===== config.mk =====
export PLATFORM = sky130hd
export DESIGN_NAME = score_play_ctrl
export DESIGN_NICKNAME = d
export VERILOG_FILES = /design/src/rtl/piano_pkg.sv /design/src/rtl/score_play_ctrl_note_timer.sv /design/src/rtl/score_play_ctrl.sv
export SDC_FILE = /design/constraint.sdc
export NUM_CORES = 1
export LEC_CHECK = 0
export CAP_MARGIN = 15
export CORE_MARGIN = 2
export CORE_UTILIZATION = 45
export DETAILED_ROUTE_END_ITERATION = 10
export HOLD_SLACK_MARGIN = 0.05
export SETUP_SLACK_MARGIN = 0.5
export SYNTH_ARGS = -nofsm -noshare
export SYNTH_HDL_FRONTEND = slang
export SYNTH_HIERARCHICAL = 1
export SYNTH_SLANG_ARGS = --single-unit

===== constraint.sdc =====
create_clock -name clk -period 11.2 [get_ports clk]
set_clock_uncertainty 0.1 [all_clocks]
set_input_delay 3.36 -clock clk [delete_from_list [all_inputs] [get_ports clk]]
set_output_delay 3.36 -clock clk [all_outputs]
set_load 0.05 [all_outputs]

===== src/rtl/piano_pkg.sv =====
// Shared types and constants for the score playback path.
package piano_pkg;

  typedef enum logic [2:0] {S_IDLE, S_INIT, S_FETCH, S_PLAY, S_DONE} play_state_t;

  typedef enum logic {MODE_RAND, MODE_SAVE} play_mode_t;

  localparam int unsigned SAVE_SCORE_LEN = 43;

endpackage


===== src/rtl/score_play_ctrl_note_timer.sv =====
// Note duration timer: latches length x tempo, counts sample ticks,
// flags the final tick of the note and the articulation gap window.
module note_timer #(
  parameter int unsigned LEN_W   = 3,
  parameter int unsigned TEMPO_W = 16,
  parameter int unsigned GAP     = 256
) (
  input  logic               clk,
  input  logic               reset,
  input  logic               load,
  input  logic               clear,
  input  logic               tick,
  input  logic [LEN_W-1:0]   note_len,
  input  logic [TEMPO_W-1:0] tempo,
  output logic               expire,
  output logic               in_gap
);

  localparam int unsigned DUR_W = LEN_W + TEMPO_W;
  localparam logic [DUR_W-1:0] GAP_D = DUR_W'(GAP);

  logic [DUR_W-1:0]   dur_q;
  logic [DUR_W-1:0]   cnt_q;
  logic [DUR_W-1:0]   prod;
  logic [LEN_W-1:0]   len_eff;
  logic [TEMPO_W-1:0] tempo_eff;

  // Zero length or tempo is treated as one, so every note lasts at least one tick
  always_comb begin
    len_eff   = (note_len == '0) ? LEN_W'(1) : note_len;
    tempo_eff = (tempo == '0) ? TEMPO_W'(1) : tempo;
    prod      = DUR_W'(len_eff) * DUR_W'(tempo_eff);
  end

  // Duration latch and sample counter; clear has priority over tick
  always_ff @(posedge clk or negedge reset) begin
    if (!reset) begin
      dur_q <= '0;
      cnt_q <= '0;
    end else begin
      if (load) begin
        dur_q <= prod;
      end
      if (clear) begin
        cnt_q <= '0;
      end else if (tick) begin
        cnt_q <= cnt_q + 1'b1;
      end
    end
  end

  assign expire = tick && (cnt_q == dur_q - 1'b1);
  assign in_gap = (dur_q > GAP_D) && (cnt_q >= dur_q - GAP_D);

endmodule


===== src/rtl/score_play_ctrl.sv =====
// Playback sequencer: starts random/saved score playback, times each
// note in sample ticks and advances the note address via finish_len.
module score_play_ctrl
  import piano_pkg::*;
#(
  parameter int unsigned LEN_W   = 3,
  parameter int unsigned TEMPO_W = 16,
  parameter int unsigned GAP     = 256
) (
  input  logic               clk,
  input  logic               reset,
  input  logic               start_rand,
  input  logic               start_save,
  input  logic               stop,
  input  logic               sample_tick,
  input  logic [LEN_W-1:0]   note_len,
  input  logic [TEMPO_W-1:0] tempo,
  input  logic               Done_rand_audio,
  input  logic               Done_save_audio,
  output logic               Init_audio_video,
  output logic               Do_rand_audio_video,
  output logic               Do_save_audio_video,
  output logic               finish_len,
  output logic               mute,
  output logic               busy,
  output logic               play_done
);

  play_state_t state_q;
  play_state_t state_d;
  play_mode_t  mode_q;
  play_mode_t  mode_d;
  logic        fetch2_q;
  logic        done_cur;
  logic        active_d;
  logic        timer_load;
  logic        timer_tick;
  logic        expire;
  logic        in_gap;
  logic        mute_q;

  // Ticks only count in PLAY, and a tick coinciding with stop is dropped
  assign timer_tick = sample_tick && (state_q == S_PLAY) && !stop;

  note_timer #(
    .LEN_W   (LEN_W),
    .TEMPO_W (TEMPO_W),
    .GAP     (GAP)
  ) u_note_timer (
    .clk      (clk),
    .reset    (reset),
    .load     (timer_load),
    .clear    (timer_load),
    .tick     (timer_tick),
    .note_len (note_len),
    .tempo    (tempo),
    .expire   (expire),
    .in_gap   (in_gap)
  );

  // Next-state and mode selection; stop overrides everything outside IDLE
  always_comb begin
    state_d    = state_q;
    mode_d     = mode_q;
    timer_load = 1'b0;
    done_cur   = (mode_q == MODE_SAVE) ? Done_save_audio : Done_rand_audio;
    case (state_q)
      S_IDLE: begin
        if (start_save) begin
          state_d = S_INIT;
          mode_d  = MODE_SAVE;
        end else if (start_rand) begin
          state_d = S_INIT;
          mode_d  = MODE_RAND;
        end
      end
      S_INIT:  state_d = stop ? S_IDLE : S_FETCH;
      S_FETCH: begin
        if (stop) begin
          state_d = S_IDLE;
        end else if (fetch2_q) begin
          if (done_cur) begin
            state_d = S_DONE;
          end else begin
            state_d    = S_PLAY;
            timer_load = 1'b1;
          end
        end
      end
      S_PLAY: begin
        if (stop) begin
          state_d = S_IDLE;
        end else if (expire) begin
          state_d = S_FETCH;
        end
      end
      S_DONE:  state_d = S_IDLE;
      default: state_d = S_IDLE;
    endcase
    active_d = (state_d == S_INIT) || (state_d == S_FETCH) || (state_d == S_PLAY);
  end

  // State register with outputs registered from the next state
  always_ff @(posedge clk or negedge reset) begin
    if (!reset) begin
      state_q             <= S_IDLE;
      mode_q              <= MODE_RAND;
      fetch2_q            <= 1'b0;
      Init_audio_video    <= 1'b0;
      Do_rand_audio_video <= 1'b0;
      Do_save_audio_video <= 1'b0;
      finish_len          <= 1'b0;
      mute_q              <= 1'b1;
      busy                <= 1'b0;
      play_done           <= 1'b0;
    end else begin
      state_q             <= state_d;
      mode_q              <= mode_d;
      fetch2_q            <= (state_q == S_FETCH) && (state_d == S_FETCH);
      Init_audio_video    <= (state_d == S_INIT);
      Do_rand_audio_video <= active_d && (mode_d == MODE_RAND);
      Do_save_audio_video <= active_d && (mode_d == MODE_SAVE);
      finish_len          <= expire;
      mute_q              <= (state_d == S_IDLE);
      busy                <= (state_d != S_IDLE);
      play_done           <= (state_d == S_DONE);
    end
  end

  // Gap mute follows the live counter so it starts on the exact tick
  assign mute = mute_q || ((state_q == S_PLAY) && in_gap);

endmodule

; Word level (Yosys, flattened, before mapping)
; Index checks and enable logic that the tools add are counted.
[op_classes]
bitwise_logic = 1
multipliers = 1
n_addsub = 3
mux = 21
reduce_logical = 18
magnitude_cmp = 2
n_eq_ne = 8
[op_table]
columns = op, n
row1 = $mux 19, 2
row2 = $mux 3, 8
row3 = $add 19x1->19 const B, 1
row4 = $eq 19x19->1, 1
row5 = $ge 19x19->1, 1
row6 = $gt 19x9->1 const B, 1
row7 = $mul 3x16->19, 1
row8 = $sub 19x1->19 const B, 1
row9 = $sub 19x9->19 const B, 1
row10 = $logic_not 16->1, 1
row11 = $mux 16, 1
row12 = $eq 3x2->1 const B, 4
row13 = $pmux 3 s4, 1
row14 = $logic_not 3->1, 3
row15 = $logic_and 1x1->1, 8
row16 = $mux 1, 8
row17 = $eq 3x1->1 const B, 2
row18 = $eq 3x3->1 const B, 1
row19 = $logic_or 1x1->1, 3
row20 = $reduce_bool 3->1, 1
row21 = $mux 2, 1
row22 = $reduce_bool 2->1, 1
row23 = $logic_not 1->1, 1
row24 = $not 1->1, 1
[totals]
elab_cells = 66
regBits = 50
inputBits = 27

; Longest topological paths before layout
[depth]
word_depth = 11
depth_mapped = 13
depth_no_buf = 13

; Hierarchy
; The synthesis kept the hierarchy.
[modules_own_cells]
columns = mod, cells_per_inst, seq_area_each_um2, n_inst, area_each_um2
row1 = note_timer, 505, 950.9, 1, 4146.5
row2 = score_play_ctrl, 47, 301.5, 1, 516.7

; Worst setup path before layout
; Ideal clock, no wire load.
[synth_path]
path_type = input to register
start = in tempo[8]
end = reg u_note_timer.dur_q[16]
path_buffers = 0
setup_slack_ns = 4.747
arrival_time_ns = 6.233
cell_stages = 13
cell_sequence = nor4_1 a41oi_1 nor2b_1 fa_1 ha_1 fa_1 a21oi_1 o21ai_1 a21oi_2 o21a_4 a311oi_2 or3_1 a31o_1
[synth_between]
elab_chain_len = 3
[synth_lines]
columns = item, line
row1 = from (decl), score_play_ctrl.sv:17  ; input logic [TEMPO_W-1:0] tempo,
row2 = $logic_not 16->1, score_play_ctrl_note_timer.sv:31  ; tempo_eff = (tempo == '0) ? TEMPO_W'(1) : tempo;
row3 = $mux 16 (*), score_play_ctrl_note_timer.sv:31
row4 = $mul 3x16->19 (*), score_play_ctrl_note_timer.sv:32  ; prod = DUR_W'(len_eff) * DUR_W'(tempo_eff);
row5 = to (signal assigned), score_play_ctrl_note_timer.sv:42  ; dur_q <= prod;
row6 = to (decl), score_play_ctrl_note_timer.sv:22  ; logic [DUR_W-1:0] dur_q;
; Every way passes the cells marked *; elsewhere a longest branch is shown, timed or not.
; A chain may end at the register's enable or synchronous reset.

; Worst setup path in the final report
[layout_path]
start = reg u_note_timer.dur_q[8]
end = out mute
[layout_between]
elab_chain_len = 5
word_cells_on_any_way = 6
cone_classes = add/sub (1) / order compare (2) / reduce/logical (3)
[layout_lines]
columns = item, line
row1 = $sub 19x9->19, score_play_ctrl_note_timer.sv:53  ; assign in_gap = (dur_q > GAP_D) && (cnt_q >= dur_q - GAP_D);
row2 = $ge 19x19->1, score_play_ctrl_note_timer.sv:53
row3 = $logic_and 1x1->1 (*), score_play_ctrl_note_timer.sv:53
row4 = net in_gap, score_play_ctrl.sv:39  ; logic in_gap;
row5 = $logic_and 1x1->1 (*), score_play_ctrl.sv:131  ; assign mute = mute_q || ((state_q == S_PLAY) && in_gap);
row6 = $logic_or 1x1->1 (*), score_play_ctrl.sv:131
row7 = to (decl), score_play_ctrl.sv:24  ; output logic mute,
; Mark *: on every way through the listed nets, which the timed path passes. The rest lies on a longest branch.

==> results <==
- In the routed design, unresolved DRC markers number 0.
- The largest vdd supply drop is 0.07988 mV.
- The maximum root-to-sink buffer count is 2.
- Detailed placement ended at an HPWL of 7.638 mm.
- CTS saw 50 sinks.
- The sequential fraction of the synthesis area is 26.86%.
- In the final layout, flip-flops and latches occupy 1252 µm².
- For this run, the detailed router's first-pass iteration total came to 4.
- Counting flops with a built-in enable in the synthesized netlist gives 0.
- The path class of the tightest hold or removal check is register to register.
- The number of distinct library cell variants in the gate-level netlist after synthesis is 63.
- The upper clock frequency limit is 131.4 MHz.
- The total negative setup slack is 0 ns.
- The total power density per cell area is 150.3 nW/µm².
- Synthesis produced a netlist whose cell count is 552.
- STA puts the critical path data arrival time at 4.15 ns.
- The number of hold buffers added after cts is 0.
- The share of post-route cells with drive strength above 1 is 5.382%.
- In this run the tightest slew margin relative to its limit is 32.97%.
- The logic depth of the worst path, buffers included is 12.
- STA classifies the critical path startpoint as a register.
- The master cell of the clock root buffer is sky130_fd_sc_hd__clkbuf_8.
- Input and output buffers added on the ports amount to 33.
- The worst-case setup margin in the final layout is 3.591 ns.
- The number of antenna diodes in the final layout is 0.
- The run finished with clean final reports.
- The first global-routing pass estimated 16.68 mm of wire.
- Once detail routing completed, the nets flagged for antenna violations numbered 0.
- The path depth of the worst reg2reg path is 11.
- The number of clock buffers inserted by TritonCTS is 5.
- For this block, the routed nets add up to 9.504 mm of wire.
- The global placement routability congestion is 0.8402.
- When the netlist entered floorplanning its net count stood at 636.
- The slowest stage of the critical path belongs to the cell sky130_fd_sc_hd__clkdlybuf4s50_1.
- Summing every instance area after synthesis gives 4663 µm².
- The kind of capture point of the worst setup path is a primary output.
- Of the available clock period, the critical path in the final layout requires 67.94%.
- In this run the static leakage power is 2.442 nW.
- Relative to the synthesized area, the layout overhead comes to 11.22%.
- The worst setup slack before clock tree synthesis is 3.318 ns.
- The effective utilization at floorplan is 45.79%.
- The critical setup path kind is register to primary output.
- The area share of the largest cell type after synthesis is 26.29%.
- The actual slew at the worst max-slew pin is 1.003 ns.
- A synthesized cell averages 8.448 µm².
- By area the synthesized netlist is led by sky130_fd_sc_hd__dfrtp_1 (26%), sky130_fd_sc_hd__ha_1 (11%), sky130_fd_sc_hd__nand2_1 (6.6%).
- The kind of cell with the highest combined delay along the critical path is compound AO/OA/AOI/OAI gates.
- The number of top-level pins is 34.
- For the worst-skew pair, the clock arrives at the later sink with an insertion delay of 0.31 ns.
- Counting flops and latches in the post-synthesis netlist gives 50.
- Setup violations remaining at the end of the flow were counted as 0.
- The total count of hold-check failures in the final report came to 0.
- The via count of the first global-routing pass came to 3672.
- The number of buffers and inverters on the critical path is 2.
- After layout, the minimum clock period comes to 7.609 ns.
- Entering global routing, the biggest net connects 55 pins.
- After floorplanning, the core was divided into 37 placement rows.
- The number of max-slew violations in the final report was 0.
- During synthesis, Yosys emitted a total of 6 warnings.
- The number of H-tree levels is 2.
- Summing all non-filler instances in the final layout gives an area of 5186 µm².
- Traced cell by cell, the critical path runs through inv_1 -> ha_1 -> and4b_1 -> nor3b_1 -> xnor2_1 -> ha_1 -> a211o_1 -> a211oi_1 -> a211o_1 -> a31oi_1 -> a41o_1 -> clkdlybuf4s50_1.
- The library cell used most frequently in the layout, excluding fill and tap cells, is sky130_fd_sc_hd__nand2_1.
- After synthesis, the share of flip-flops with an asynchronous set or reset is 100.0%.
- For this run, the slowest stage of the critical path takes 0.70 ns.
- The total global-route track usage is 17.90%.
- The tool flagged a number of max-cap violations equal to 0.
- The die covers 11190 µm².
- Among all flip-flop cells after synthesis, the most frequent one is sky130_fd_sc_hd__dfrtp_1.
- The average wire length per cell after detail routing is 13.35 µm.
- After global routing the overflow that remains totals 0.
- Using the TritonRoute via totals, the vias-per-cell ratio works out to 5.243.
- The TritonCTS clock tree is done.
- After filler insertion, the fill cell instance count of the layout stands at 1003.
- Summing all placed instances gives a cell area of 5080 µm².
- The floorplan step defined a core boundary enclosing 10180 µm².
- The number of antenna violations at the first check in global routing is 0.
- In this run the horizontal extent of the chip is 105.8 µm.
- The detailed router's first-iteration violation count is 90.
- The clock edge transition at the registers on the reported setup and hold paths is 0.09 ns.
- Post-CTS timing repair inserted 0 buffers for setup.
- Measured along the y axis, the die boundary spans 105.8 µm.
- Setup repair after global routing left no endpoint under its margin.
- For this block, the via count after detailed routing is 3733.
- At the worst endpoint, the required time is 7.74 ns.
- The largest fanout on the critical path is 7.
- The library cells used most frequently in the layout, excluding fill and tap cells, are sky130_fd_sc_hd__nand2_1 (82), sky130_fd_sc_hd__dfrtp_1 (49), sky130_fd_sc_hd__inv_1 (45).
- The largest registers in the layout are u_note_timer/cnt_q: 19 flops, u_note_timer/dur_q: 19 flops, state_q: 3 flops.
- The number of nets in the layout is 659.
- The area of the multi-input gates is 3137 µm².
- The number of cells upsized or downsized after cts is 0.
- The cell type contributing the most total cell area after synthesis is sky130_fd_sc_hd__dfrtp_1.
- The number of stages on the worst hold path is 1.
==> worst paths after layout <==
| path | start | end | slack [ns] |
|---|---|---|---|
| worst max-delay path | u_note_timer/dur_q[8]$_DFFE_PN0P_ | mute | 3.59 |
| worst min-delay path | fetch2_q$_DFF_PN0_ | fetch2_q$_DFF_PN0_ | 0.47 |
| worst max register to register | state_q[2]$_DFF_PN0_ | u_note_timer/cnt_q[18]$_DFFE_PN0P_ | 8.19 |
| worst min register to register | fetch2_q$_DFF_PN0_ | fetch2_q$_DFF_PN0_ | 0.47 |
| max in group asynchronous | reset | u_note_timer/dur_q[16]$_DFFE_PN0P_ | 7.53 |
| min in group asynchronous | reset | Init_audio_video$_DFF_PN0_ | 3.04 |
==> final cells by class <==
cell class | count | area share (%)
clock inverter | 1 | 0.5790
timing repair buffer | 36 | 6.707
clock buffer | 7 | 1.472
tap | 136 | 3.281
sequential | 50 | 24.15
multi-input combinational | 436 | 60.48
inverter | 46 | 3.329
==> per-stage QoR <==
| step | utilization (%) | hold WS, ns | std cells | total power [mW] |
|---|---|---|---|---|
| 2_1_floorplan | - | 0.3897 | 552 | 0.5609 |
| 3_3_place_gp | 49.88 | 0.4371 | 704 | 0.6470 |
| 3_5_place_dp | 49.88 | 0.4519 | 704 | 0.6549 |
| 4_1_cts | 50.92 | 0.4689 | 712 | 0.7864 |
| 5_1_grt | 50.92 | 0.4960 | 712 | 0.8478 |
| 6_report | 50.92 | 0.4661 | 712 | 0.7793 |
==> metal layers <==
layer	vias up	global-route usage [%]	part of all wire (%)
met1	1732	23.66	48
li1	1940	-	-
met2	53	31.01	48
met4	0	4.981	1.1
met5	-	0	0
met3	8	1.979	2.7
==> power breakdown <==
part           internal [mW]  total (mW)  switching (mW)
logic                  0.164       0.369           0.204
clock network         0.0669       0.127          0.0597
registers              0.222       0.284          0.0618
total                  0.453       0.779           0.326
==> cells by family after synthesis <==
| logic type | after synthesis | synth area share, % |
|---|---|---|
| AOI/OAI and AO/OA | 108 | 14.92 |
| xor gates and xnor gates | 57 | 10.71 |
| adders and majority gates | 57 | 17.71 |
| buffers and inverters | 66 | 6.037 |
| DFF | 50 | 26.86 |
| muxes | 8 | 1.851 |
| and+or+nand+nor | 206 | 21.92 |
==> synth_stat cells, types with 4 or more instances <==
cell type and number:
sky130_fd_sc_hd__nor4_1 4, sky130_fd_sc_hd__nor2_1 35, sky130_fd_sc_hd__o211ai_1 4, sky130_fd_sc_hd__xor2_1 29
sky130_fd_sc_hd__nor3_1 7, sky130_fd_sc_hd__nand4_1 13, sky130_fd_sc_hd__fa_1 15, sky130_fd_sc_hd__nor2b_1 4
sky130_fd_sc_hd__nand2_1 82, sky130_fd_sc_hd__and3_1 9, sky130_fd_sc_hd__a31oi_1 6, sky130_fd_sc_hd__o21a_1 5
sky130_fd_sc_hd__and2_1 10, sky130_fd_sc_hd__xnor2_1 28, sky130_fd_sc_hd__mux2_2 5, sky130_fd_sc_hd__nand3_1 15
sky130_fd_sc_hd__a21oi_1 31, sky130_fd_sc_hd__ha_1 42, sky130_fd_sc_hd__a21o_1 8, sky130_fd_sc_hd__inv_1 45
sky130_fd_sc_hd__clkbuf_1 12, sky130_fd_sc_hd__or3_1 4, sky130_fd_sc_hd__o21bai_1 4, sky130_fd_sc_hd__nand2b_1 4
sky130_fd_sc_hd__dfrtp_1 49, sky130_fd_sc_hd__o22ai_1 5, sky130_fd_sc_hd__o21ai_0 22, sky130_fd_sc_hd__buf_2 4
No activity file was read; power rests on OpenSTA's default activity.
